`config.mk`:
```
export PLATFORM = sky130hd
export DESIGN_NAME = prog_counter
export DESIGN_NICKNAME = d
export VERILOG_FILES = /design/src/rtl/prog_counter.sv
export SDC_FILE = /design/constraint.sdc
export NUM_CORES = 1
export LEC_CHECK = 0
export CAP_MARGIN = 0
export CELL_PAD_IN_SITES_DETAIL_PLACEMENT = 1
export CELL_PAD_IN_SITES_GLOBAL_PLACEMENT = 2
export CORE_ASPECT_RATIO = 0.5
export CORE_MARGIN = 1
export CORE_UTILIZATION = 26
export CTS_CLUSTER_SIZE = 24
export DETAILED_ROUTE_END_ITERATION = 8
export HOLD_SLACK_MARGIN = 0.12
export PLACE_DENSITY = 0.88
export SLEW_MARGIN = 40
export SYNTH_ARGS = -nofsm -noshare
export SYNTH_HDL_FRONTEND = slang
export SYNTH_SLANG_ARGS = --single-unit
```
`constraint.sdc`:
```
create_clock -name CLK -period 5.9 [get_ports CLK]
set_input_delay 1.18 -clock CLK [delete_from_list [all_inputs] [get_ports CLK]]
set_output_delay 1.18 -clock CLK [all_outputs]
set_load 0.02 [all_outputs]
```
`src/rtl/prog_counter.sv`:
```
// prog_counter: programmable up/down event counter with runtime modulo limit,
// wrap or saturate behaviour, synchronous load, compare match, a one-cycle
// terminal-count pulse and sticky overflow/underflow flags.
//
// Optional feature macro: COUNTER_PRESCALER_EN
//   defined   - a prescaler stretches each tick to PRESCALE+1 enabled cycles
//   undefined - every enabled cycle is a tick; PRESCALE is accepted but ignored
module prog_counter #(
  parameter int WIDTH          = 32,
  parameter int PRESCALE_WIDTH = 8
) (
  input  logic                      CLK,
  input  logic                      RST,
  input  logic                      EN,
  input  logic                      UP_DN,
  input  logic                      SATURATE,
  input  logic [WIDTH-1:0]          LIMIT,
  input  logic                      LOAD,
  input  logic [WIDTH-1:0]          LOAD_VALUE,
  input  logic [WIDTH-1:0]          COMPARE,
  input  logic [PRESCALE_WIDTH-1:0] PRESCALE,
  input  logic                      CLR_FLAGS,
  output logic [WIDTH-1:0]          VALUE,
  output logic                      TC,
  output logic                      OVF,
  output logic                      UDF,
  output logic                      MATCH
);

  localparam logic [WIDTH-1:0] ONE = {{(WIDTH-1){1'b0}}, 1'b1};

  logic             tick;
  logic             stepTick;
  logic [WIDTH-1:0] nextValue;
  logic             terminal;
  logic             ovfSet;
  logic             udfSet;

`ifdef COUNTER_PRESCALER_EN
  logic [PRESCALE_WIDTH-1:0] prescaleCount;

  assign tick = EN && (prescaleCount == PRESCALE);

  // Prescaler: restarts on reset, load or tick, advances on other enabled cycles, holds otherwise
  always_ff @(posedge CLK) begin
    if (RST || LOAD) begin
      prescaleCount <= '0;
    end else if (tick) begin
      prescaleCount <= '0;
    end else if (EN) begin
      prescaleCount <= prescaleCount + 1'b1;
    end
  end
`else
  logic unusedPrescale;

  assign tick           = EN;
  assign unusedPrescale = ^PRESCALE;
`endif

  // A load in the same cycle pre-empts the tick entirely, including its flag side effects
  assign stepTick = tick && !LOAD;

  // Next count and terminal events; comparisons against the bounds keep the arithmetic carry-free
  always_comb begin
    nextValue = VALUE;
    terminal  = 1'b0;
    ovfSet    = 1'b0;
    udfSet    = 1'b0;
    if (stepTick) begin
      if (UP_DN) begin
        if (VALUE < LIMIT) begin
          nextValue = VALUE + ONE;
        end else begin
          terminal  = 1'b1;
          ovfSet    = 1'b1;
          nextValue = SATURATE ? LIMIT : '0;
        end
      end else begin
        if (VALUE != '0) begin
          nextValue = VALUE - ONE;
        end else begin
          terminal  = 1'b1;
          udfSet    = 1'b1;
          nextValue = SATURATE ? '0 : LIMIT;
        end
      end
    end
  end

  // Count, terminal pulse and sticky flags; a set event beats a simultaneous clear
  always_ff @(posedge CLK) begin
    if (RST) begin
      VALUE <= '0;
      TC    <= 1'b0;
      OVF   <= 1'b0;
      UDF   <= 1'b0;
    end else begin
      if (LOAD) begin
        VALUE <= LOAD_VALUE;
        TC    <= 1'b0;
      end else begin
        VALUE <= nextValue;
        TC    <= terminal;
      end
      OVF <= ovfSet | (OVF & ~CLR_FLAGS);
      UDF <= udfSet | (UDF & ~CLR_FLAGS);
    end
  end

  assign MATCH = (VALUE == COMPARE);

endmodule

```
==> flow_summary.yaml <==
routing:
  avgViaCountPerCell: 5.68
  wl_per_cell_microns: 21.9
  remaining_drc_errors: 0
  drtIter0Drc: 409
  drt_pass1_iterations: 5
  wirelength_microns: 22000
  vias: 5693
  ant_nets: 0
worst_setup_path:
  endpoint_kind: "primary output"
  crit_path_max_incr_delay_ns: 0.63
  start_kind: "input port"
  cp_cell_sequence: "clkdlybuf4s50_1 -> xor2_1 -> nor4_1 -> nand4_1 -> nor2_1 -> clkdlybuf4s50_1"
  rr_startpoint: "VALUE[8]"
  regToRegSetupSlack_ns: 2.40
  crit_path_frequent_cell: "clkdlybuf4s50_1"
  arrival_ns: 3.23
  worst-path-max-fanout: 1
  startpoint: "COMPARE[5]"
  cp_slowest_cell: "clkdlybuf4s50_1"
  cp_data_required_time_ns: 4.72
  path_class: "input port to primary output"
floorplanning:
  num_io_pins: 147
  die-area_sq_um: 19200
  row_count: 34
  start_util: 0.272
  die_y_microns: 98.5
  core-area_sq_um: 17800
  die-width_microns: 195
timing:
  worst_slew_pin_slew_ns: 0.795
  finalSetupViolCount: 0
  fmax_mhz: 227
  slew_viol_final: 0
  worst_slack_ns: 1.49
  hold_violations: 0
  skew_ns: 0.00597
  period_needed_ns: 4.41
  slew-limit-headroom: 0.467
  post-route-period-util: 0.748
  rsz0062_at_grt: "no"
  fin_tns_setup_ns: 0
logic_synthesis:
  synth_top_cell_area_share: 0.145
  syn_area_sq_um: 4840
  syn_inst: 676
  synth_top_family_by_area: "simple AND/OR/NAND/NOR gates"
  synth-xor-area-share: 0.154
  synth-adder-area-share: 0.0879
  synth-main-ff-cell: "dfxtp_1"
  synth_top_cell_by_area: "dfxtp_1"
  synth_area_leaders: "dfxtp_1, xor2_1, ha_1, nand3_1, nand2_1"
  synth_compound_area_frac: 0.220
  ys_seq_elements: 35
  yosys_warnings: 0
  ys_types: 61
  synth_fp_nets: 821
  syn_avg_cell_area_sq_um: 7.16
  synth_enable_flop_cells: 0
  synthMuxAreaShare: 0.0318
  ys_seq_area_frac: 0.145
  async_flop_share: 0
  yosys.area_share.simple: 0.273
finish:
  final_cell_mix: "clkdlybuf4s50_1, xor2_1, nand3_1, nand2_1, inv_1"
  final_common_cell: "clkdlybuf4s50_1"
  area_growth_pct: 34.7
  drive_above_1_share: 0.0573
  nNetsFinal: 914
  n_antenna_cell: 0
power_and_ir_drop:
  p_leak_nw: 2.59
  powerDensity_nw_per_um2: 160
  ir_worst_vdd_mv: 0.101
worst_hold_path:
  hp-class: "flip-flop to flip-flop"
  min_from: "UDF"
global_route:
  first_global_vias: 5806
  grt_max_degree: 43
  antenna_found_initial: 0
  grt_pass1_wl_microns: 33600
  grt_overflow: 0
  grt.total_usage: 0.227
clock_network:
  cts_tree: "yes"
  cts_root_buf: "clkbuf_16"
  cts.sinks: 35
  cts_hold_buf: 0
  cts_htree_levels: 2
  cts_max_path_buffers: 2
  cts_setup_buffers: 0
  insertion_delay_ns: 0.30
  cts-buffers-inserted: 5
  clk_pin_slew_ns: 0.06
  cts_resized: 0
outcome:
  status: "completed"
placement:
  gp_congestion: 0.853
  dpl_worst_slack_ns: 1.50
  dp_hpwl_microns: 16300
  io_buffers: 138
flow_run:
  max_cap_violations: 0
-- path summary, 6_finish.rpt --
check / cells past startpoint / endpoint
hold / removal: 2 / UDF
setup / recovery: 6 / MATCH
hold reg to reg: 2 / UDF
setup reg to reg: 7 / VALUE[25]
-- where the power goes --
group	switching, mW	internal [mW]	total, mW
clock	0.120	0.153	0.272
sequential	0.0709	0.254	0.325
combinational	0.231	0.214	0.445
-- state kept, by name (all words and copies together), names as in the netlist --
signal,count
OVF,1
TC,1
UDF,1
VALUE,32
-- critical path, delay by kind of cell --
family | cells | cell delay (ns)
buffers and inverters | 2 | 1.05
and+or+nand+nor | 3 | 0.85
xor gates and xnor gates | 1 | 0.15
-- metal layers --
layer  routed length (microns)  part of all wire  GRT usage  up-vias
met5                         0                 0          0        -
met4                       473             0.022     0.0703        0
met3                      1150             0.052     0.0363       34
met2                     10000              0.46      0.375      167
met1                     10300              0.47      0.304     2812
li1                          -                 -          -     2680
-- per-stage QoR --
stage | hold slack, ns | utilization | power [mW] | instance area, sq um | instances
after floorplan | 0.540 | - | 0.560 | 4840 | 676
after global placement | 0.459 | 0.358 | 0.759 | 6370 | 995
after detailed placement | 0.465 | 0.359 | 0.769 | 6380 | 996
after CTS | 0.473 | 0.366 | 1.04 | 6510 | 1002
after global routing | 0.502 | 0.367 | 1.09 | 6520 | 1002
final | 0.477 | 0.367 | 1.04 | 6520 | 1002
-- final cells by class --
type                    instances  area, sq um
repair buffers                153         1490
flip-flops and latches         35          701
inverters                      41          154
fillers                      2180        11300
multi-input cells             533         3750
clock buffers                   6          129
well taps                     234          293
-- synth_stat cells, drive strengths merged (11+ instances only) --
master  count
nand3      55
nand4      16
o21ai      25
nor2       35
nand2      56
nor3       14
inv        40
xor2       64
xnor2      21
buf        16
ha         34
mux2       11
dfxtp      35
and3       14
nor4       28
a21oi      31
clkbuf     51
-- cells by family (layout without fill, tap and decap cells) --
kind of cell	count (synthesis)	in the layout
compound gates	150	150
flops	35	35
mux	14	14
xor+xnor	85	85
buf+inv	108	200
simple gates	250	250
fa+ha+maj	34	34
(Power assumes the default switching activity.)
